<file path="src/rtl/iob_vga_timing_pkg.sv">
// iob_vga_timing_pkg: shared defaults, widths, rgb layout and window helper for the VGA timing block
package iob_vga_timing_pkg;
  localparam int CW        = 10;
  localparam int CLK_DIV_D = 4;
  localparam int H_VIS_D   = 640;
  localparam int H_FP_D    = 16;
  localparam int H_SYNC_D  = 96;
  localparam int H_BP_D    = 48;
  localparam int V_VIS_D   = 480;
  localparam int V_FP_D    = 10;
  localparam int V_SYNC_D  = 2;
  localparam int V_BP_D    = 33;
  typedef struct packed {
    logic [3:0] r;
    logic [3:0] g;
    logic [3:0] b;
  } rgb_t;
  function automatic logic in_win(input int v, input int lo, input int hi);
    return v >= lo && v < hi;
  endfunction
endpackage

</file>
<file path="src/rtl/iob_vga_axis_cnt.sv">
// iob_vga_axis_cnt: one raster axis - wrapping counter, visible decode, registered sync pin
//   clk, rst_n  clock, async active-low reset
//   clr         synchronous clear to reset state
//   inc         advance the count (wraps TOT-1 -> 0)
//   ld          load the sync register from the current (pre-increment) count
//   cnt         current count
//   wrap        inc while at TOT-1
//   vis         count is inside the visible window
//   sync        registered sync level, SYNC_POL while in [S_LO, S_HI)
module iob_vga_axis_cnt
  import iob_vga_timing_pkg::*;
#(
  parameter int TOT      = 800,
  parameter int VIS      = 640,
  parameter int S_LO     = 656,
  parameter int S_HI     = 752,
  parameter bit SYNC_POL = 1'b0
) (
  input  logic          clk,
  input  logic          rst_n,
  input  logic          clr,
  input  logic          inc,
  input  logic          ld,
  output logic [CW-1:0] cnt,
  output logic          wrap,
  output logic          vis,
  output logic          sync
);
  assign wrap = inc && cnt == CW'(TOT - 1);
  assign vis  = in_win(int'(cnt), 0, VIS);
  always_ff @(posedge clk or negedge rst_n) begin
    if (!rst_n) begin
      cnt  <= '0;
      sync <= !SYNC_POL;
    end else if (clr) begin
      cnt  <= '0;
      sync <= !SYNC_POL;
    end else begin
      if (inc) cnt <= wrap ? '0 : cnt + CW'(1);
      if (ld) sync <= in_win(int'(cnt), S_LO, S_HI) ? SYNC_POL : !SYNC_POL;
    end
  end
endmodule

</file>
<file path="src/rtl/iob_vga_timing.sv">
// iob_vga_timing: VGA raster timing generator and registered pixel output stage
//   clk, rst_n      system clock, async active-low reset
//   en              run enable, 0 clears everything to the reset state
//   pixel_x/y       live H/V counts sent to the colour lookup
//   rgb_in          colour for (pixel_x, pixel_y), same cycle, [11:8]=R [7:4]=G [3:0]=B
//   vga_hs/vs       sync pins, active level SYNC_POL
//   vga_r/g/b, de   colour pins (0 in blanking) and active-video flag
//   frame_start,    with IOB_VGA_FRAME_CNT_EN defined: pulse when the raster
//   frame_cnt       wraps to (0,0) and a 16-bit count of those wraps
// Pins lag pixel_x/y by one pixel period: they load on pix_tick from the
// count that is about to be left behind.
module iob_vga_timing
  import iob_vga_timing_pkg::*;
#(
  parameter int CLK_DIV  = CLK_DIV_D,
  parameter int H_VIS    = H_VIS_D,
  parameter int H_FP     = H_FP_D,
  parameter int H_SYNC   = H_SYNC_D,
  parameter int H_BP     = H_BP_D,
  parameter int V_VIS    = V_VIS_D,
  parameter int V_FP     = V_FP_D,
  parameter int V_SYNC   = V_SYNC_D,
  parameter int V_BP     = V_BP_D,
  parameter bit SYNC_POL = 1'b0
) (
  input  logic          clk,
  input  logic          rst_n,
  input  logic          en,
  output logic [CW-1:0] pixel_x,
  output logic [CW-1:0] pixel_y,
  input  logic [11:0]   rgb_in,
  output logic          vga_hs,
  output logic          vga_vs,
  output logic [3:0]    vga_r,
  output logic [3:0]    vga_g,
  output logic [3:0]    vga_b,
  output logic          vga_de
`ifdef IOB_VGA_FRAME_CNT_EN
  ,
  output logic          frame_start,
  output logic [15:0]   frame_cnt
`endif
);
  localparam int H_TOT = H_VIS + H_FP + H_SYNC + H_BP;
  localparam int V_TOT = V_VIS + V_FP + V_SYNC + V_BP;
  localparam int DW    = CLK_DIV > 1 ? $clog2(CLK_DIV) : 1;
  if (H_TOT > 1024 || V_TOT > 1024 || CLK_DIV < 1) begin : g_bad_cfg
    $error("iob_vga_timing: H_TOT/V_TOT must be <= 1024 and CLK_DIV >= 1");
  end
  logic [DW-1:0] div_cnt;
  logic          pix_tick, h_wrap, h_vis, v_vis, de_nxt;
  rgb_t          rgb_q;
  assign pix_tick = div_cnt == DW'(CLK_DIV - 1);
  assign de_nxt   = h_vis && v_vis;
  always_ff @(posedge clk or negedge rst_n) begin
    if (!rst_n) div_cnt <= '0;
    else div_cnt <= (!en || pix_tick) ? '0 : div_cnt + DW'(1);
  end
  iob_vga_axis_cnt #(
    .TOT(H_TOT), .VIS(H_VIS), .S_LO(H_VIS + H_FP), .S_HI(H_VIS + H_FP + H_SYNC), .SYNC_POL(SYNC_POL)
  ) u_h (
    .clk(clk), .rst_n(rst_n), .clr(!en), .inc(pix_tick), .ld(pix_tick),
    .cnt(pixel_x), .wrap(h_wrap), .vis(h_vis), .sync(vga_hs)
  );
`ifdef IOB_VGA_FRAME_CNT_EN
  logic v_wrap;
`endif
  iob_vga_axis_cnt #(
    .TOT(V_TOT), .VIS(V_VIS), .S_LO(V_VIS + V_FP), .S_HI(V_VIS + V_FP + V_SYNC), .SYNC_POL(SYNC_POL)
  ) u_v (
    .clk(clk), .rst_n(rst_n), .clr(!en), .inc(h_wrap), .ld(pix_tick),
`ifdef IOB_VGA_FRAME_CNT_EN
    .wrap(v_wrap),
`else
    .wrap(),
`endif
    .cnt(pixel_y), .vis(v_vis), .sync(vga_vs)
  );
  always_ff @(posedge clk or negedge rst_n) begin
    if (!rst_n) begin
      vga_de <= 1'b0;
      rgb_q  <= '0;
    end else if (!en) begin
      vga_de <= 1'b0;
      rgb_q  <= '0;
    end else if (pix_tick) begin
      vga_de <= de_nxt;
      rgb_q  <= de_nxt ? rgb_t'(rgb_in) : '0;
    end
  end
  assign vga_r = rgb_q.r;
  assign vga_g = rgb_q.g;
  assign vga_b = rgb_q.b;
`ifdef IOB_VGA_FRAME_CNT_EN
  always_ff @(posedge clk or negedge rst_n) begin
    if (!rst_n) begin
      frame_start <= 1'b0;
      frame_cnt   <= '0;
    end else if (!en) begin
      frame_start <= 1'b0;
      frame_cnt   <= '0;
    end else begin
      frame_start <= v_wrap;
      if (v_wrap) frame_cnt <= frame_cnt + 16'd1;
    end
  end
`endif
endmodule

</file>
<file path="config.mk">
export PLATFORM = sky130hd
export DESIGN_NAME = iob_vga_timing
export DESIGN_NICKNAME = d
export VERILOG_FILES = /design/src/rtl/iob_vga_timing_pkg.sv /design/src/rtl/iob_vga_axis_cnt.sv /design/src/rtl/iob_vga_timing.sv
export SDC_FILE = /design/constraint.sdc
export NUM_CORES = 1
export LEC_CHECK = 0
export BUFFER_PORTS_ARGS = -buffer_cell sky130_fd_sc_hd__buf_2
export CELL_PAD_IN_SITES_DETAIL_PLACEMENT = 1
export CELL_PAD_IN_SITES_GLOBAL_PLACEMENT = 2
export CORE_MARGIN = 1
export CORE_UTILIZATION = 36
export DETAILED_ROUTE_END_ITERATION = 6
export HOLD_SLACK_MARGIN = 0.02
export PLACE_DENSITY = 0.92
export SYNTH_ARGS = -nofsm -noshare
export SYNTH_HDL_FRONTEND = slang
export SYNTH_HIERARCHICAL = 1
export SYNTH_SLANG_ARGS = --single-unit
</file>
<file path="constraint.sdc">
create_clock -name clk -period 5.9 [get_ports clk]
set_clock_uncertainty 0.2 [all_clocks]
set_input_delay 0.295 -clock clk [delete_from_list [all_inputs] [get_ports clk]]
set_output_delay 0.295 -clock clk [all_outputs]
set_load 0.05 [all_outputs]
</file>
## After elaboration in Yosys (flattened, before gate mapping)

Cells that the tools add are included.

| cells by class | value |
|---|---|
| $add $sub $neg | 3 |
| order comparisons | 6 |
| equality and inequality tests | 5 |
| mux-type cells | 18 |
| reduce and logical (&&, ||, !) cells | 7 |

Operators by type and width:

| operator | count |
|---|---|
| 2-to-1 mux 10 bit | 6 |
| 2-to-1 mux 12 bit | 3 |
| adder 10 x 1 -> 10 bit (second input constant) | 2 |
| equality test 10 bit (second input constant) | 2 |
| less-than comparator 10 bit (second input constant) | 2 |
| less-than comparator 10 x 9 -> 1 bit (second input constant) | 2 |
| >= comparator 10 bit (second input constant) | 1 |
| >= comparator 10 x 9 -> 1 bit (second input constant) | 1 |
| 2-to-1 mux 1 bit | 8 |
| logical AND 1 bit | 5 |
| != test 2 x 1 -> 1 bit (second input constant) | 2 |
| adder 2 x 1 -> 2 bit (second input constant) | 1 |
| equality test 2 bit (second input constant) | 1 |
| 2-to-1 mux 2 bit | 1 |
| zero test 1 bit | 1 |
| logical OR 1 bit | 1 |

| storage, ports and cells | value |
|---|---|
| register bits | 37 |
| bits of input ports | 15 |
| output and inout port bits | 35 |
| logic and storage cells | 48 |

## Longest topological paths before layout

| logic depth | value |
|---|---|
| depth after elaboration | 6 |
| gate-level depth with buffers | 8 |
| depth with buffers taken out | 6 |

## Cells and area by module

Netlist, hierarchy kept.

By module, submodules not included:

| module | times used | cells each | area an instance (um^2) | seq. area each (um^2) |
|---|---|---|---|---|
| iob_vga_timing | 1 | 64 | 757.0 | 375.4 |
| iob_vga_axis_cnt (u_h) | 1 | 69 | 663.1 | 276.5 |
| iob_vga_axis_cnt (u_v) | 1 | 64 | 648.1 | 276.5 |

## Worst setup path after synthesis

No wires, ideal clock.

| timing | value |
|---|---|
| path kind | register to register |
| from | register u_h.cnt[1] |
| to | register u_v.cnt[2] |
| setup time | 0.138 ns |
| data arrival time | 2.238 ns |
| required time | 5.562 ns |
| slack | 3.324 ns |
| cell stages (with the launch flop) | 8 |
| path buffers | 1 |
| period minus slack after synthesis | 2.576 ns |
| cell sequence | dfrtp_1 ha_1 nand4bb_1 nor3_1 buf_2 nand4_2 o41ai_4 nor2_1 |

| between the ends | value |
|---|---|
| cells in the longest elaborated chain, start to end | 6 |
| elaborated cells on any way between the ends | 7 |
| classes of those cells | 2 x eq/ne; 3 x mux; 2 x reduce/logical |

RTL lines:

| element | line | RTL |
|---|---|---|
| start: declaration | iob_vga_axis_cnt.sv:24 | `output logic [CW-1:0] cnt,` |
| start signal: assignment | iob_vga_axis_cnt.sv:39 | `if (inc) cnt <= wrap ? '0 : cnt + CW'(1);` |
| equality test 10 bit * | iob_vga_axis_cnt.sv:29 | `assign wrap = inc && cnt == CW'(TOT - 1);` |
| logical AND 1 bit * | iob_vga_axis_cnt.sv:29 |  |
| net h_wrap | iob_vga_timing.sv:51 | `logic pix_tick, h_wrap, h_vis, v_vis, de_nxt;` |
| logical AND 1 bit | iob_vga_axis_cnt.sv:29 |  |
| 2-to-1 mux 10 bit (2 in a row) | iob_vga_axis_cnt.sv:39 |  |
| 2-to-1 mux 10 bit | iob_vga_axis_cnt.sv:35 | `end else if (clr) begin` |
| end signal: assignment | iob_vga_axis_cnt.sv:39 |  |
| end: declaration | iob_vga_axis_cnt.sv:24 |  |

The timed path passes the listed nets; every way through them passes the cells marked *. The select of a mux whose other input is x is not followed.
A chain may end at the register's enable or synchronous reset.

## Final worst setup path

| timing | value |
|---|---|
| from | register u_h.cnt[0] |
| to | register u_v.cnt[8] |

The elaborated chain is that of the path after synthesis.

==> results.py <==
metrics = {
    "timing": {
        "final-hold-violation-count": 0,
        "setup_viol": 0,
        "holdWs_ns": 0.0443,
        "relSlewSlack": 0.347,
        "drv_slew": 0,
        "tightest_slew_ns": 0.973,
        "finalCritPeriodShare": 0.509,
        "finalCriticalPeriod_ns": 3.00,
        "setup_ws_ns": 2.90,
        "clock.fmax_mhz": 333,
        "rsz0062_at_grt": "false",
        "fin_setup_tns_ns": 0,
    },
    "cells_and_area": {
        "multiInputGateArea_um2": 1020,
        "design_area_um2": 2450,
        "n_fill_cell": 639,
        "drive_above_1_share": 0.336,
        "ff_latch_area_um2": 928,
        "areaGrowthSynthToFinish_pct": 18.5,
        "final_cells": 319,
        "fin_util": 0.445,
        "fin_nets": 266,
        "antennaDiodeCount": 0,
    },
    "yosys": {
        "seq_area_frac_synth": 0.449,
        "synthTopCellsByArea": "dfrtp_1 (42%), a21oi_1 (4.8%), nand4_1 (4.2%), nand2b_4 (4.0%), ha_1 (3.0%)",
        "synth_area_per_cell_um2": 10.5,
        "synth_edf_count": 0,
        "synth.top_cells.by_count": "dfrtp_1 (35), a21oi_1 (20), nand4_1 (14), nand2b_1 (9), inv_1 (8)",
        "syn_inst": 197,
        "yosysWarnings": 6,
        "ys_types": 46,
        "synth.most_common_cell": "dfrtp_1",
        "synth.largest_area_cell": "dfrtp_1",
        "synth_nets": 217,
        "async_flop_share": 1.00,
        "ys_ff_latch": 37,
        "synth.cell_area_um2": 2070,
        "synthFlopType": "dfrtp_1",
        "synth_top_area_share": 0.423,
    },
    "pwr": {
        "power.density_nw_per_um2": 215,
        "ir_drop_v": 0.0000972,
        "leakage_nw": 1.06,
        "p_total_uw": 527,
    },
    "setup_path": {
        "cp_max_fo": 9,
        "cp-end-kind": "flip-flop",
        "required_ns": 5.92,
        "worstPathArrival_ns": 3.02,
        "critPathKind": "flip-flop to flip-flop",
        "start_kind": "flip-flop",
    },
    "global_route": {
        "grt_max_degree": 42,
        "gr-usage-met3": 0.0376,
        "grt_pass1_wl_um": 9050,
        "grt-ovfl-total": 0,
        "top_usage_layer": "met2",
        "grtUsageMet1": 0.258,
        "grt_pass1_vias": 1789,
        "antenna_found_initial": 0,
        "use_met2": 0.296,
        "track_usage": 0.191,
    },
    "route": {
        "drc_errors": 0,
        "routed_wl_um": 5280,
        "wl_per_cell_um": 16.5,
        "vias": 1789,
        "via_per_inst": 5.61,
        "drt_first_pass_iters": 4,
        "drt-initial-drc-count": 92,
        "ant_nets": 0,
    },
    "place": {
        "post-dp-hpwl_um": 3440,
        "io_buffers": 49,
        "dp.cells": 310,
        "gp_congestion": 0.696,
        "placed_cell_area_um2": 2340,
        "pre_cts_ws_ns": 2.97,
    },
    "floorplan": {
        "core_area_um2": 5510,
        "die-area_um2": 6050,
        "io_pins": 50,
        "dieWidth_um": 77.8,
        "rows": 27,
        "die_h_um": 77.8,
        "initial_core_util": 0.376,
    },
    "status": {
        "status": "completed",
    },
    "cts": {
        "path_clk_slew_ns": 0.08,
        "cts_buffers": 5,
        "clock_latency_ns": 0.29,
        "cts_num_sinks": 37,
        "tritoncts": "done",
        "htree_num_levels": 2,
        "clock_path_buffers": 2,
        "root_buffer": "clkbuf_8",
    },
    "job": {
        "maxCapViolCount": 0,
    },
    "hold_path": {
        "hp-class": "primary input to flip-flop",
    },
}
==> kinds of logic (layout without fill, tap and decap cells) <==
kind of cell | after synthesis | count (layout) | synth area share
xor+xnor | 4 | 4 | 0.0169
buf+inv | 19 | 69 | 0.0581
simple gates | 77 | 77 | 0.259
flops | 37 | 37 | 0.449
compound gates | 55 | 55 | 0.187
fa+ha+maj | 5 | 5 | 0.0302
==> flip-flops by register name (all words and copies together) (netlist names) <==
signal    cells
u_h/sync      1
u_h/cnt      10
vga_b         4
vga_g         4
u_v/sync      1
vga_de        1
vga_r         4
div_cnt       2
u_v/cnt      10
==> area by class of cell <==
type / count / share of cell area
clock inverters: 1 / 0.00357
clock buffers: 7 / 0.0393
multi-input cells: 141 / 0.416
well taps: 72 / 0.0368
inverters: 8 / 0.0123
flip-flops and latches: 37 / 0.379
repair buffers: 53 / 0.113
==> power breakdown <==
group | switching (mW) | internal (mW) | total, mW
Sequential | 0.00543 | 0.259 | 0.265
Combinational | 0.0394 | 0.0185 | 0.0579
Clock | 0.0964 | 0.108 | 0.204
Total | 0.141 | 0.386 | 0.527
==> cell usage in the layout, fill, tap and decap left out, drive strengths merged, types with 2 or more instances in the layout <==
cell type,count
o2111ai,2
o32ai,2
dfrtp,35
o31ai,6
inv,9
nand2b,15
nand4,15
o41ai,2
dfstp,2
o311ai,2
or3b,2
or3,6
buf,52
nor2,7
clkbuf,7
or4,5
xor2,4
nor3,3
a21oi,26
nand3,8
nand2,7
o21ai,9
ha,5
o211ai,3
==> per-layer routing <==
| metal | vias up | share of wire |
|---|---|---|
| li1 | 845 | - |
| met2 | 36 | 0.48 |
| met5 | - | 0 |
| met1 | 901 | 0.47 |
| met3 | 7 | 0.033 |
| met4 | 0 | 0.015 |
==> what timing repair did <==
item                      CTS  global route
resized for setup           0             0
buffers inserted            0             0
hold buffers                1             0
hold endpoints to repair   35             0
==> final timing paths <==
kind,slack [ns],endpoint,cells past startpoint,startpoint
setup reg to reg,2.90,u_v/cnt[8],6,u_h/cnt[0]
hold reg to reg,0.23,div_cnt[0],1,div_cnt[0]
setup / recovery,2.90,u_v/cnt[8],6,u_h/cnt[0]
min in group asynchronous,0.46,u_v/cnt[4],2,rst_n
hold / removal,0.04,vga_b[3],3,rgb_in[3]
max in group asynchronous,4.49,vga_b[2],2,rst_n
==> worst max-delay path, stage by stage, from the launching register on <==
cell	delay (ns)
dfrtp_1	0.46
ha_1	0.23
nand4bb_1	0.21
nor3_1	0.80
o21ai_1	0.33
or4_1	0.54
a21oi_1	0.17
Note: power is estimated with default switching activity, not from simulation.
